### src/rtl/clkdiv_pkg.sv
// Shared definitions for the multi-channel clock divider:
// channel state encoding, default sizes and the duty-cycle threshold.
package clkdiv_pkg;

    localparam int DEF_NCH   = 4;
    localparam int DEF_WIDTH = 16;

    typedef enum logic {
        ST_IDLE = 1'b0,
        ST_RUN  = 1'b1
    } chan_state_t;

    // div_clk is high once the count passes this value in a period of n.
    function automatic logic [31:0] hi_thresh(input logic [31:0] n);
        return (n - 32'd1) >> 1;
    endfunction

endpackage

### src/rtl/clk_div_chan.sv
// One divider channel: IDLE/RUN state, period counter, active ratio
// and registered div_clk / tick / running enables.
module clk_div_chan
    import clkdiv_pkg::*;
#(
    parameter int WIDTH = DEF_WIDTH
) (
    input  logic             clk,
    input  logic             rst,
    input  logic             en,
    input  logic             sync,
    input  logic [WIDTH-1:0] div,
    output logic             div_clk,
    output logic             tick,
    output logic             running
);

    chan_state_t      r_state;
    chan_state_t      w_state_nxt;
    logic [WIDTH-1:0] r_cnt;
    logic [WIDTH-1:0] w_cnt_nxt;
    logic [WIDTH-1:0] r_nact;
    logic [WIDTH-1:0] w_nact_nxt;
    logic             w_run;
    logic             w_last;
    logic             w_hi;
    logic             w_div_nz;
    logic             r_div_clk;
    logic             r_tick;
    logic             r_running;

    assign w_run    = (r_state == ST_RUN);
    assign w_last   = w_run && (r_cnt == r_nact - WIDTH'(1));
    assign w_hi     = w_run && (32'(r_cnt) > hi_thresh(32'(r_nact)));
    assign w_div_nz = (div != '0);

    // Next-state, counter and ratio reload decisions.
    always_comb begin
        w_state_nxt = r_state;
        w_cnt_nxt   = r_cnt;
        w_nact_nxt  = r_nact;
        unique case (r_state)
            ST_IDLE: begin
                w_cnt_nxt = '0;
                if (en && w_div_nz) begin
                    w_nact_nxt  = div;
                    w_state_nxt = ST_RUN;
                end
            end
            ST_RUN: begin
                if (!en) begin
                    w_cnt_nxt   = '0;
                    w_state_nxt = ST_IDLE;
                end else if (sync || w_last) begin
                    w_cnt_nxt   = '0;
                    w_nact_nxt  = div;
                    w_state_nxt = w_div_nz ? ST_RUN : ST_IDLE;
                end else begin
                    w_cnt_nxt = r_cnt + WIDTH'(1);
                end
            end
            default: begin
                w_cnt_nxt   = '0;
                w_state_nxt = ST_IDLE;
            end
        endcase
    end

    // State, counter and ratio registers.
    always_ff @(posedge clk) begin
        if (rst) begin
            r_state <= ST_IDLE;
            r_cnt   <= '0;
            r_nact  <= '0;
        end else begin
            r_state <= w_state_nxt;
            r_cnt   <= w_cnt_nxt;
            r_nact  <= w_nact_nxt;
        end
    end

    // Output enables registered from the pre-edge state.
    always_ff @(posedge clk) begin
        if (rst) begin
            r_div_clk <= 1'b0;
            r_tick    <= 1'b0;
            r_running <= 1'b0;
        end else begin
            r_div_clk <= w_hi;
            r_tick    <= w_last;
            r_running <= (w_state_nxt == ST_RUN);
        end
    end

    assign div_clk = r_div_clk;
    assign tick    = r_tick;
    assign running = r_running;

endmodule

### src/rtl/multi_clk_divider.sv
// NCH independent programmable divider channels sharing one
// clock, reset and realign strobe.
module multi_clk_divider
    import clkdiv_pkg::*;
#(
    parameter int NCH   = DEF_NCH,
    parameter int WIDTH = DEF_WIDTH
) (
    input  logic                 clk,
    input  logic                 rst,
    input  logic [NCH-1:0]       en,
    input  logic                 sync,
    input  logic [NCH*WIDTH-1:0] div,
    output logic [NCH-1:0]       div_clk,
    output logic [NCH-1:0]       tick,
    output logic [NCH-1:0]       running
);

    for (genvar g = 0; g < NCH; g++) begin : g_chan
        clk_div_chan #(
            .WIDTH(WIDTH)
        ) u_chan (
            .clk    (clk),
            .rst    (rst),
            .en     (en[g]),
            .sync   (sync),
            .div    (div[g*WIDTH +: WIDTH]),
            .div_clk(div_clk[g]),
            .tick   (tick[g]),
            .running(running[g])
        );
    end

endmodule

### config.mk
export PLATFORM = sky130hd
export DESIGN_NAME = multi_clk_divider
export DESIGN_NICKNAME = d
export VERILOG_FILES = /design/src/rtl/clkdiv_pkg.sv /design/src/rtl/clk_div_chan.sv /design/src/rtl/multi_clk_divider.sv
export SDC_FILE = /design/constraint.sdc
export NUM_CORES = 1
export LEC_CHECK = 0
export ABC_AREA = 1
export CAP_MARGIN = 15
export CORE_MARGIN = 8
export CORE_UTILIZATION = 50
export DETAILED_ROUTE_END_ITERATION = 6
export PLACE_DENSITY = 0.7
export REMOVE_ABC_BUFFERS = 1
export SYNTH_ARGS = -nofsm -noshare
export SYNTH_HDL_FRONTEND = slang
export SYNTH_HIERARCHICAL = 1
export SYNTH_SLANG_ARGS = --single-unit
### constraint.sdc
create_clock -name clk -period 2.4 [get_ports clk]
set_input_delay 0.48 -clock clk [delete_from_list [all_inputs] [get_ports clk]]
set_output_delay 0.48 -clock clk [all_outputs]
set_load 0.05 [all_outputs]
==> results of run 1 <==
[report_power, final]
part	internal (W)	total (W)	leakage [nW]	switching, W
combinational	0.000874	0.00211	4.50	0.00124
sequential	0.00243	0.00255	1.15	0.000118
clock	0.00167	0.00277	0.290	0.00109
[state kept, by name, summed over array words and instances, names as in the netlist]
name	flops
g_chan.u_chan/div_clk	4
g_chan.u_chan/r_cnt	64
g_chan.u_chan/r_nact	64
g_chan.u_chan/running	4
g_chan.u_chan/tick	4
[placed cells by master, fill, tap and decap left out, drive strengths merged, types with 6 or more instances in the layout]
master / count
ha: 76
or2: 6
buf: 63
clkinv: 8
a21oi: 108
o21ai: 14
clkdlybuf4s50: 82
inv: 203
clkbuf: 22
xor2: 42
nor2: 258
dfxtp: 140
nand2: 440
nand4: 26
nor4: 17
xnor2: 6
nor3: 28
nand3: 240
[per-stage QoR]
stage | utilization | hold slack [ns] | setup TNS [ns]
2_1_floorplan | - | 0.430 | 0
3_3_place_gp | 0.568 | 0.450 | -0.0115
3_5_place_dp | 0.568 | 0.462 | -0.0781
4_1_cts | 0.599 | 0.475 | -0.0161
5_1_grt | 0.635 | 0.498 | -1.07
6_report | 0.635 | 0.469 | -0.0210
[final timing paths]
kind | from | endpoint | slack (ns) | depth (start not counted)
setup / recovery | g_chan[2].u_chan/r_nact[3] | g_chan[2].u_chan/div_clk | -0.02 | 14
hold / removal | g_chan[2].u_chan/r_cnt[0] | g_chan[2].u_chan/r_cnt[0] | 0.47 | 1
setup reg to reg | g_chan[2].u_chan/r_nact[3] | g_chan[2].u_chan/div_clk | -0.02 | 14
hold reg to reg | g_chan[2].u_chan/r_cnt[0] | g_chan[2].u_chan/r_cnt[0] | 0.47 | 1
[layout make-up]
| class | instances | area, um2 | share of cell area |
|---|---|---|---|
| multi-input cells | 1281 | 7190 | 0.542 |
| flip-flops and latches | 140 | 2810 | 0.212 |
| repair buffers | 148 | 1540 | 0.116 |
| inverters | 204 | 771 | 0.0581 |
| clock buffers | 19 | 443 | 0.0334 |
| well taps | 275 | 344 | 0.0259 |
| clock inverters | 13 | 166 | 0.0125 |
[what timing repair did]
action / CTS / global route
cloned: 0 / 5
setup buffers: 0 / 24
endpoints found under the setup margin: 4 / 134
pin swaps: 0 / 38
gates resized for setup: 4 / 118
[Yosys cell counts]
library cell and number:
clkbuf_1 17, o21ai_0 14, nor2_1 236, clkinv_1 3, dfxtp_1 140, nor3_1 22
xor2_1 42, xnor3_1 4, inv_1 195, nand3_2 12, nand2_1 420, ha_1 76
nor4_1 17, nor2_2 13, buf_4 4, a2111oi_0 1, nor2_4 9, nor3b_1 1
nor4b_1 4, nand3_1 228, nand2_4 2, a21oi_1 108, nand2_2 16, buf_1 3
nand4_1 19, or2_2 6, and2_1 1, o2111ai_1 3, inv_2 6, buf_6 13
xnor2_1 6, nand4_2 7, a31oi_1 3, buf_2 5, o211ai_1 3, nor3_2 6
[cells by family (layout without fill, tap and decap cells)]
logic type / count (synthesis) / in the layout / share of synthesized area
adder cells (fa/ha/maj): 76 / 76 / 0.0898
AO/OA/AOI/OAI: 132 / 132 / 0.0649
AND/OR/NAND/NOR: 1019 / 1021 / 0.434
XOR/XNOR: 52 / 52 / 0.0482
buffers and inverters: 246 / 384 / 0.0984
flip-flops: 140 / 140 / 0.265
[layer usage]
metal,wire [um],up-vias,track usage,part of all wire
met5,0,-,0,0
met3,1080,26,0.0316,0.038
met4,291,0,0.0560,0.010
met1,13400,4931,0.268,0.47
met2,13500,247,0.342,0.48
li1,-,5650,-,-
==> impl_metrics.csv, run 1 <==
group,metric,value,unit
yosys,synthDistinctLibCells,36,
layout,fin_area,13300,um2
cts,cts_hold_buf,0,
sta,min_period,2.42,ns
yosys,syn_avg_cell_area,6.36,um2
sta,fmax,413,MHz
yosys,synthTopCellsByArea,"dfxtp_1 26%, nand2_1 15%, nand3_1 11%",
worst_setup_path,worst-path-max-fanout,5,
die,die_h,162,um
pwr,leakage,5.94,nW
layout,layout-drive-gt1-share,0.147,
pwr,power_density,560,nW/um2
pwr,peakVddDrop,0.530,mV
worst_setup_path,cp-start-kind,"flop",
cts,htreeDepth,4,
yosys,synth-seq-cells,140,
routing,routed-via-count,10900,
yosys,syn_area,10600,um2
die,num_rows,53,
die,dieArea,26100,um2
global_route,antenna_found_initial,0,
layout,stdcell_count,2080,
sta,relSlewSlack,0.622,
job,max_cap_viol_count,0,
cts,root_buffer,"clkbuf_16",
routing,drtIter0Drc,649,
routing,wl,28300,um
yosys,yosys.area.top_type,"dfxtp_1",
routing,ant_nets,0,
sta,worst_pin_slew,0.561,ns
global_route,first_global_vias,9782,
die,coreArea,20900,um2
worst_setup_path,cp_top_family,"simple AND/OR/NAND/NOR gates",
worst_setup_path,arrival,2.73,ns
sta,hold_violations,0,
placed_design,place_congestion,0.917,
sta,rsz0062_at_grt,"yes",
cts,cts_tree,"built",
die,initial_core_util,0.507,
hold_path,hold_path_class,"flop to flop",
routing,drc,0,
layout,nets,1939,
worst_setup_path,cp_slowest_stage_delay,0.34,ns
cts,clk_latency,0.42,ns
layout,fill_cells,1924,
routing,firstDrtPassIters,7,
placed_design,io_buffers,82,
die,ios,83,
placed_design,dpl_cell_area,11900,um2
worst_setup_path,required,2.71,ns
layout,diodes,0,
run_status,violations,"setup timing",
pwr,fin_total_pwr,0.00742,W
die,die_w,162,um
yosys,synthCells,1665,
run_status,status,"complete, but fails checks",
cts,ctsLongestPathBuffers,2,
placed_design,dp_slack,-0.0624,ns
yosys,ys_seq_area_frac,0.265,
worst_setup_path,critPathCaptureType,"flop",
sta,fin_ws,-0.0210,ns
global_route,grt_usage,0.204,
sta,setup_viol,1,
sta,period_share,1.01,
layout,syn2layout_area_growth,25.2,%
global_route,grt_start_max_net_pins,33,
yosys,synth_warnings,6,
routing,via_per_inst,5.22,
cts,cts_made_buffers,17,
placed_design,dp_hpwl,20900,um
routing,wl_per_cell,13.6,um
worst_setup_path,worstSetupPathType,"flop to flop",
sta,skew,0.0108,ns
worst_setup_path,crit_chain,"buf_6, nor2_4, nand2_4, nor2_4, nand2_1, nor2_1, nand3_2, ha_1, nor3b_1, nand4_1, nor4b_2, nand2_1, nand3_1, nor2_1",
global_route,overflow,0,
global_route,grt_pass1_wl,45200,um
placed_design,dp.cells,2019,
cts,cts.sinks,140,
cts,path_clk_slew,0.06,ns
worst_setup_path,crit_path_top_delay_cell,"dfxtp_2",
yosys,synth_top_area_frac,0.265,
sta,slew_viol_final,0,
worst_setup_path,path_buf_inv,1,
Note: power is estimated with default switching activity, not from simulation.
==> inputs of run 2 (changes only) <==
--- a/config.mk
+++ b/config.mk
@@ -7,10 +7,12 @@
 export LEC_CHECK = 0
 export ABC_AREA = 1
 export CAP_MARGIN = 15
+export CELL_PAD_IN_SITES_DETAIL_PLACEMENT = 1
+export CELL_PAD_IN_SITES_GLOBAL_PLACEMENT = 1
 export CORE_MARGIN = 8
-export CORE_UTILIZATION = 50
+export CORE_UTILIZATION = 42
 export DETAILED_ROUTE_END_ITERATION = 6
-export PLACE_DENSITY = 0.7
+export PLACE_DENSITY_LB_ADDON = 0.1
 export REMOVE_ABC_BUFFERS = 1
 export SYNTH_ARGS = -nofsm -noshare
 export SYNTH_HDL_FRONTEND = slang
==> impl_metrics.csv, run 2 (synthesized netlist as in run 1, its figures left out) <==
group,metric,value,unit
die,initial_core_util,0.424,
sta,min_period,2.56,ns
layout,diodes,0,
routing,drc,0,
layout,final_cell_mix,"381 x nand2_1, 215 x nand3_1, 212 x nor2_1, 187 x inv_1, 126 x dfxtp_1",
sta,skew,0.0180,ns
worst_setup_path,cp_slowest_stage_delay,0.35,ns
worst_setup_path,critPathCaptureType,"flop",
placed_design,dp_slack,-0.109,ns
layout,final_common_cell,"nand2_1",
run_status,violations,"setup timing",
cts,cts_made_buffers,17,
worst_setup_path,cp-start-kind,"flop",
pwr,internal_power,0.00498,W
cts,cts.sinks,140,
cts,cts_tree,"built",
cts,path_clk_slew,0.06,ns
sta,period_share,1.07,
global_route,grt_start_max_net_pins,33,
job,max_cap_viol_count,0,
sta,holdWs,0.472,ns
global_route,grt_usage,0.211,
routing,ant_nets,0,
routing,wl_per_cell,16.5,um
worst_setup_path,required,2.72,ns
sta,worst_pin_slew,0.602,ns
sta,hold_violations,0,
hold_path,hold_path_class,"flop to flop",
sta,setup_viol,2,
layout,layout-drive-gt1-share,0.200,
worst_setup_path,arrival,2.88,ns
die,dieArea,30600,um2
pwr,clockPowerShare,0.351,
placed_design,io_buffers,82,
worst_setup_path,crit_top_cell,"buf_4",
global_route,grt_pass1_wl,54300,um
layout,nets,1966,
die,die_h,175,um
layout,reg_top3,"g_chan.u_chan/r_cnt (64), g_chan.u_chan/r_nact (64)",
die,num_rows,58,
pwr,switching_power,0.00270,W
global_route,antenna_found_initial,0,
routing,via_per_inst,5.30,
sta,relSlewSlack,0.598,
run_status,status,"complete, but fails checks",
placed_design,dp_hpwl,25100,um
sta,fin_ws,-0.160,ns
sta,fmax,391,MHz
die,coreArea,25000,um2
pwr,leakage,6.17,nW
pwr,power_density,549,nW/um2
worst_setup_path,crit_chain,"buf_4, nor2_4, nand2_4, nor2_4, buf_6, nand2_1, nand2_2, nand2_2, ha_4, nand4_1, buf_4, buf_4, nor4b_2, nand2_1, nand3_1, nor2_1",
placed_design,place_congestion,0.848,
pwr,seqPwrFrac,0.333,
die,die_w,175,um
routing,drtIter0Drc,522,
pwr,peakVddDrop,0.415,mV
cts,htreeDepth,4,
die,ios,83,
worst_setup_path,worst-path-max-fanout,4,
cts,clk_latency,0.44,ns
global_route,overflow,0,
sta,rsz0062_at_grt,"yes",
pwr,swShare,0.352,
worst_setup_path,crit_path_top_delay_cell,"dfxtp_2",
sta,slew_viol_final,0,
global_route,first_global_vias,11400,
worst_setup_path,worstSetupPathType,"flop to flop",
routing,firstDrtPassIters,5,
cts,ctsLongestPathBuffers,2,
routing,wl,35700,um
cts,root_buffer,"clkbuf_16",
pwr,comb_power_share,0.317,
routing,routed-via-count,11500,
layout,syn2layout_area_growth,32.1,%
-- run 2: cell count changes in the layout (fill, tap and decap cells not counted), sizes merged --
cell / change
buf: +25
bufinv: -1
clkinvlp: +1
inv: -1
clkinv: +2
nor2: +1
-- run 2: metal layers --
metal  GRT usage  routed length (um)  share of wire  vias to the layer above
met5           0                   0              0                        -
met4      0.0502                 483          0.014                        0
met3      0.0313                 815          0.023                       41
met2       0.370               18000           0.50                      170
met1       0.266               16400           0.46                     5526
li1            -                   -              -                     5717
-- run 2: final timing paths --
kind	start	to	slack, ns	depth (start not counted)
setup / recovery	g_chan[2].u_chan/r_nact[2]	g_chan[2].u_chan/div_clk	-0.16	16
hold / removal	g_chan[0].u_chan/r_cnt[0]	g_chan[0].u_chan/r_cnt[0]	0.47	1
setup reg to reg	g_chan[2].u_chan/r_nact[2]	g_chan[2].u_chan/div_clk	-0.16	16
hold reg to reg	g_chan[0].u_chan/r_cnt[0]	g_chan[0].u_chan/r_cnt[0]	0.47	1
-- run 2: timing repair --
item                                    CTS  global route
pin swaps                                 5            49
buffers inserted                          7            23
gates resized for setup                  10           217
endpoints found under the setup margin   23           136
hold buffers                              0             0
cloned                                    0             9
-- run 2: power groups by stage --
stage	Combinational (W)	Sequential (W)	Clock (W)
after global routing	0.00269	0.00257	0.00284
final	0.00243	0.00256	0.00269
after global placement	0.00190	0.00258	0
after CTS	0.00203	0.00253	0.00274
after floorplan	0.00129	0.00257	0
after detailed placement	0.00196	0.00259	0
-- run 2: through the flow --
step	instance area, um2	total power (W)	cells	utilization	setup TNS (ns)
3_3_place_gp	12100	0.00448	2091	0.484	-0.0197
5_1_grt	14000	0.00810	2162	0.560	-3.70
3_5_place_dp	12100	0.00455	2091	0.484	-0.847
6_report	14000	0.00768	2162	0.560	-0.171
2_1_floorplan	10300	0.00386	1623	-	0
4_1_cts	12800	0.00731	2130	0.512	-0.204
-- run 2: layout make-up --
class | instances | area [um2]
Sequential cell | 140 | 2820
Clock buffer | 18 | 439
Multi-Input combinational cell | 1282 | 7610
Timing Repair Buffer | 174 | 1790
Clock inverter | 14 | 145
Tap cell | 330 | 413
Inverter | 204 | 768
Fill cell | 3282 | 11000
-- run 2: worst max-delay path: cells and delay by family (launching register included) --
| family | cells | cell delay [ns] |
|---|---|---|
| buffers and inverters | 4 | 0.59 |
| adders and majority gates | 1 | 0.28 |
| DFF | 1 | 0.35 |
| and+or+nand+nor | 11 | 1.24 |
==> inputs of run 3 (changes only) <==
==> constraint.sdc (replaced) <==
create_clock -name clk -period 2.4 [get_ports clk]
set_input_delay 0.48 -clock clk [delete_from_list [all_inputs] [get_ports clk]]
set_output_delay 0.48 -clock clk [all_outputs]
set_load 0.02 [all_outputs]
==> impl_metrics.csv, run 3 (synthesized netlist as in run 1, its figures left out) <==
group,metric,value,unit
routing,routed-via-count,11400,
job,max_cap_viol_count,0,
worst_setup_path,r2r_cells,15,
die,initial_core_util,0.424,
pwr,peakVddDrop,0.398,mV
hold_path,hold_start,"g_chan[2].u_chan/r_cnt[0]",
sta,slew_viol_final,0,
pwr,leakage,6.23,nW
worst_setup_path,reg2reg_slack,-0.01,ns
cts,cts_tree,"built",
routing,drtIter0Drc,542,
global_route,overflow,0,
pwr,switching_power,0.00276,W
routing,via_per_inst,5.29,
sta,rsz0062_at_grt,"yes",
die,die_h,175,um
sta,fin_ws,-0.00951,ns
pwr,swShare,0.352,
die,die_w,175,um
cts,cts.sinks,140,
run_status,status,"complete, but fails checks",
global_route,met1_usage,0.265,
routing,ant_nets,0,
worst_setup_path,cp-start-kind,"flop",
worst_setup_path,arrival,2.72,ns
worst_setup_path,r2r_end,"g_chan[2].u_chan/div_clk",
cts,cts_hold_buf,0,
global_route,met2_usage,0.387,
layout,final_util,0.569,
cts,cts_made_buffers,17,
placed_design,dp_hpwl,25700,um
routing,drc,0,
layout,diodes,0,
worst_setup_path,cp_slowest_stage_delay,0.33,ns
worst_setup_path,r2r-start,"g_chan[2].u_chan/r_nact[3]",
placed_design,io_buffers,82,
worst_setup_path,crit_top_cell,"buf_4",
layout,final_common_cell,"nand2_1",
cts,clk_latency,0.43,ns
global_route,grt_start_max_net_pins,33,
run_status,violations,"setup timing",
worst_setup_path,critPathCaptureType,"flop",
cts,htreeDepth,4,
global_route,grt_pass1_wl,55400,um
routing,firstDrtPassIters,5,
die,ios,83,
layout,final_cell_mix,"385 x nand2_1, 215 x nor2_1, 197 x nand3_1, 189 x inv_1, 129 x dfxtp_1",
global_route,antenna_found_initial,0,
layout,reg_top3,"g_chan.u_chan/r_cnt (64), g_chan.u_chan/r_nact (64)",
layout,syn2layout_area_growth,34.0,%
sta,setup_viol,1,
global_route,grt_usage,0.215,
sta,worst_pin_slew,0.729,ns
layout,fill_cells,3274,
cts,path_clk_slew,0.06,ns
placed_design,place_congestion,0.850,
sta,hold_violations,0,
worst_setup_path,worstSetupPathType,"flop to flop",
cts,root_buffer,"clkbuf_16",
sta,relSlewSlack,0.514,
global_route,busiest_layer,"met2",
pwr,power_density,552,nW/um2
sta,skew,0.0139,ns
layout,nets,1968,
die,num_rows,58,
hold_path,whs_endpoint,"g_chan[2].u_chan/r_cnt[0]",
routing,wl,36500,um
sta,fmax,415,MHz
pwr,seqPwrFrac,0.326,
cts,ctsLongestPathBuffers,2,
sta,period_share,1.00,
global_route,first_global_vias,11800,
worst_setup_path,required,2.72,ns
global_route,use_met3,0.0306,
die,coreArea,25000,um2
hold_path,min_path_cells,1,
pwr,internal_power,0.00507,W
placed_design,dp_slack,-0.122,ns
worst_setup_path,crit_path_top_delay_cell,"dfxtp_1",
hold_path,hold_path_class,"flop to flop",
die,dieArea,30600,um2
layout,layout-drive-gt1-share,0.212,
routing,wl_per_cell,16.9,um
pwr,comb_power_share,0.312,
sta,setup_tns,-0.00951,ns
worst_setup_path,crit_chain,"buf_4, nor2_4, nand2_4, nor2_4, buf_4, nand2_1, nand2_2, nand2_2, ha_1, nand4_1, buf_4, nor4b_2, nand2_1, nand3_1, nor2_1",
sta,min_period,2.41,ns
pwr,clockPowerShare,0.362,
worst_setup_path,worst-path-max-fanout,5,
## run 3: cell types whose count changed in the layout (fill, tap and decap cells not counted), moves of 6 or more
cell and delta:
a21oi_4 +6, nand3_1 -18, nand2_2 -6, a21oi_2 +6, nand3_2 +17, a21oi_1 -12
## run 3: through the flow
| stage | std cells | hold WS, ns | area [um2] | power, W |
|---|---|---|---|---|
| after floorplan | 1623 | 0.430 | 10300 | 0.00385 |
| after global placement | 2094 | 0.458 | 12100 | 0.00447 |
| after detailed placement | 2094 | 0.476 | 12100 | 0.00455 |
| after CTS | 2138 | 0.490 | 12900 | 0.00748 |
| after global routing | 2164 | 0.503 | 14200 | 0.00824 |
| final | 2164 | 0.494 | 14200 | 0.00783 |
## run 3: power groups by stage
stage / clock network [W] / logic (W) / registers [W]
2_1_floorplan: 0 / 0.00129 / 0.00256
3_3_place_gp: 0 / 0.00190 / 0.00258
3_5_place_dp: 0 / 0.00197 / 0.00258
4_1_cts: 0.00288 / 0.00207 / 0.00253
5_1_grt: 0.00297 / 0.00270 / 0.00256
6_report: 0.00284 / 0.00244 / 0.00255
## run 3: what timing repair did
item,CTS,global route
gates resized for setup,16,233
buffers inserted,12,13
gates cloned,0,13
pin swaps,10,71
endpoints found under the setup margin,24,135
## run 3: metal layers
metal	up-vias	wire, um
met5	-	0
met4	0	441
met3	43	958
met2	172	18700
met1	5509	16400
li1	5715	-
## run 3: worst max path at each step
| stage | start | endpoint | slack, ns | cells after the start |
|---|---|---|---|---|
| 3_3_place_gp | g_chan[2].u_chan/r_nact[1] | g_chan[2].u_chan/r_nact[0] | -0.02 | 17 |
| 6_report | g_chan[2].u_chan/r_nact[3] | g_chan[2].u_chan/div_clk | -0.01 | 15 |
| 5_1_grt | g_chan[2].u_chan/r_nact[2] | g_chan[2].u_chan/div_clk | -0.15 | 14 |
| 4_1_cts | g_chan[2].u_chan/r_nact[3] | g_chan[2].u_chan/div_clk | -0.02 | 14 |
| 2_1_floorplan | g_chan[2].u_chan/r_nact[0] | g_chan[2].u_chan/div_clk | 0.20 | 14 |
| 3_5_place_dp | g_chan[2].u_chan/r_nact[2] | g_chan[2].u_chan/div_clk | -0.12 | 14 |
## run 3: area by class of cell
cell class                      count  area (um2)  area share
Multi-Input combinational cell   1284        7800       0.550
Sequential cell                   140        2820       0.198
Timing Repair Buffer              174        1780       0.125
Inverter                          204         771      0.0543
Clock buffer                       17         425      0.0300
Tap cell                          330         413      0.0291
Clock inverter                     15         188      0.0132
## run 3: critical path, delay by kind of cell, from the launching register on
family	cells	cell delay, ns
adders and majority gates	1	0.29
buffers and inverters	3	0.49
DFF	1	0.33
and+or+nand+nor	11	1.19
==> RTL edit: new RTL, config.mk and constraints of run 2 <==
Reset style: asynchronous (`rst`), changed in 2 clocked blocks.
--- a/src/rtl/clk_div_chan.sv
+++ b/src/rtl/clk_div_chan.sv
@@ -67,7 +67,7 @@
     end
 
     // State, counter and ratio registers.
-    always_ff @(posedge clk) begin
+    always_ff @(posedge clk or posedge rst) begin
         if (rst) begin
             r_state <= ST_IDLE;
             r_cnt   <= '0;
@@ -80,7 +80,7 @@
     end
 
     // Output enables registered from the pre-edge state.
-    always_ff @(posedge clk) begin
+    always_ff @(posedge clk or posedge rst) begin
         if (rst) begin
             r_div_clk <= 1'b0;
             r_tick    <= 1'b0;
Function: differs if rst is asserted again (counterexample within 4 cycles, from zero or initial values and one cycle with rst high); with rst held inactive, the same outputs for 4 cycles.
==> RTL edit against run 2 <==
  * The run still ends with negative setup slack left
  * Total power rose by 19%
  * Highest routed layer unchanged
  * Critical path type unchanged
  * Final cell count rose by 1.3%
  * Routed wire length rose by 12%
  * Largest power group is now combinational cells
  * Sequential share of layout area rose by 3.0 points
  * Sequential cell count did not move
  * Clock skew barely moved
  * Count of clock-buffer cells in the layout rose by 1
  * Worst setup slack improved by 0.098 ns
  * Area after synthesis rose by 5.7%
  * Die area rose by 5.2%
  * Cell area rose by 8.8%
  * Combinational power rose by 37%
==> RTL edit: results (changes against run 2) <==
* Outcome: finished, violations left (unchanged)
* Failing checks: negative setup slack (unchanged)
* Worst stage delay on the critical path at 0.47 ns (was 0.35 ns)
* Hold Crit Start: g_chan[3].u_chan/r_cnt[0] (was g_chan[0].u_chan/r_cnt[0])
* Setup TNS at -0.6705 ns (was -0.1706 ns)
* Syn Inst Count at 1613 (was 1665)
* Async set or reset register ratio after synthesis at 100.0% (was 0%)
* Post-synthesis sequential area ratio at 31.28% (was 26.46%)
* Setup violators final at 26 (was 2)
* Final Wtd Congestion at 0.8861 (was 0.8475)
* Setup slack after layout at -0.06184 ns (was -0.1601 ns)
* Layout cells sized above 1 at 26.20% (was 20.03%)
* Placed instance area at 0.01310 mm2 (was 0.01209 mm2)
* PostCTS Resize Cnt at 30 (was 10)
* Layout Nets at 1989 (was 1966)
* Crit-path slowest cell: dfrtp_2 (was dfxtp_2)
* GRT Total Usage at 23.23% (was 21.06%)
* Vias per inst at 5.475 (was 5.298)
* WP data arrival at 2.83 ns (was 2.88 ns)
* Worst slack, placed at -0.1143 ns (was -0.1088 ns)
* Logic pwr share at 36.5% (was 31.7%)
* VDD IR max at 0.5235 mV (was 0.4147 mV)
* Worst Hold Slack at 0.5262 ns (was 0.4715 ns)
* Detailed placement HPWL at 28.19 mm (was 25.11 mm)
* Synth area leaders: dfrtp_1 (31%), nand2_1 (16%), nand3_1 (9.6%) (was dfxtp_1 (26%), nand2_1 (15%), nand3_1 (11%))
* Number of global-route vias before repair at 12344 (was 11359)
* Synth top area share at 31.28% (was 26.46%)
* Hold Path End: g_chan[3].u_chan/r_cnt[0] (was g_chan[0].u_chan/r_cnt[0])
-- RTL edit: cell families (layout without fill, tap and decap cells) --
| family | after synthesis | in the layout | synth area share [%] |
|---|---|---|---|
| AOI/OAI and AO/OA | 82 | 82 | 4.145 |
| xor gates and xnor gates | 47 | 47 | 4.078 |
| adders and majority gates | 76 | 76 | 8.491 |
| buffers and inverters | 197 | 430 | 7.507 |
| DFF | 140 | 140 | 31.28 |
| and+or+nand+nor | 1071 | 1080 | 44.50 |
-- RTL edit: cell type report --
cell class	count	area, um2
clock buffer	19	442.9
clock inverter	13	191.4
fill	3290	10920
inverter	175	664.4
multi-input combinational	1285	7946
sequential	140	3530
tap	335	419.2
timing repair buffer	223	2022
-- RTL edit: routing by layer --
| metal | GRT usage, % | share of wire (%) | up-vias |
|---|---|---|---|
| li1 | - | - | 5728 |
| met3 | 2.928 | 2.2 | 73 |
| met5 | 0 | 0 | - |
| met4 | 6.421 | 2.3 | 0 |
| met1 | 28.72 | 43 | 5966 |
| met2 | 41.77 | 52 | 223 |
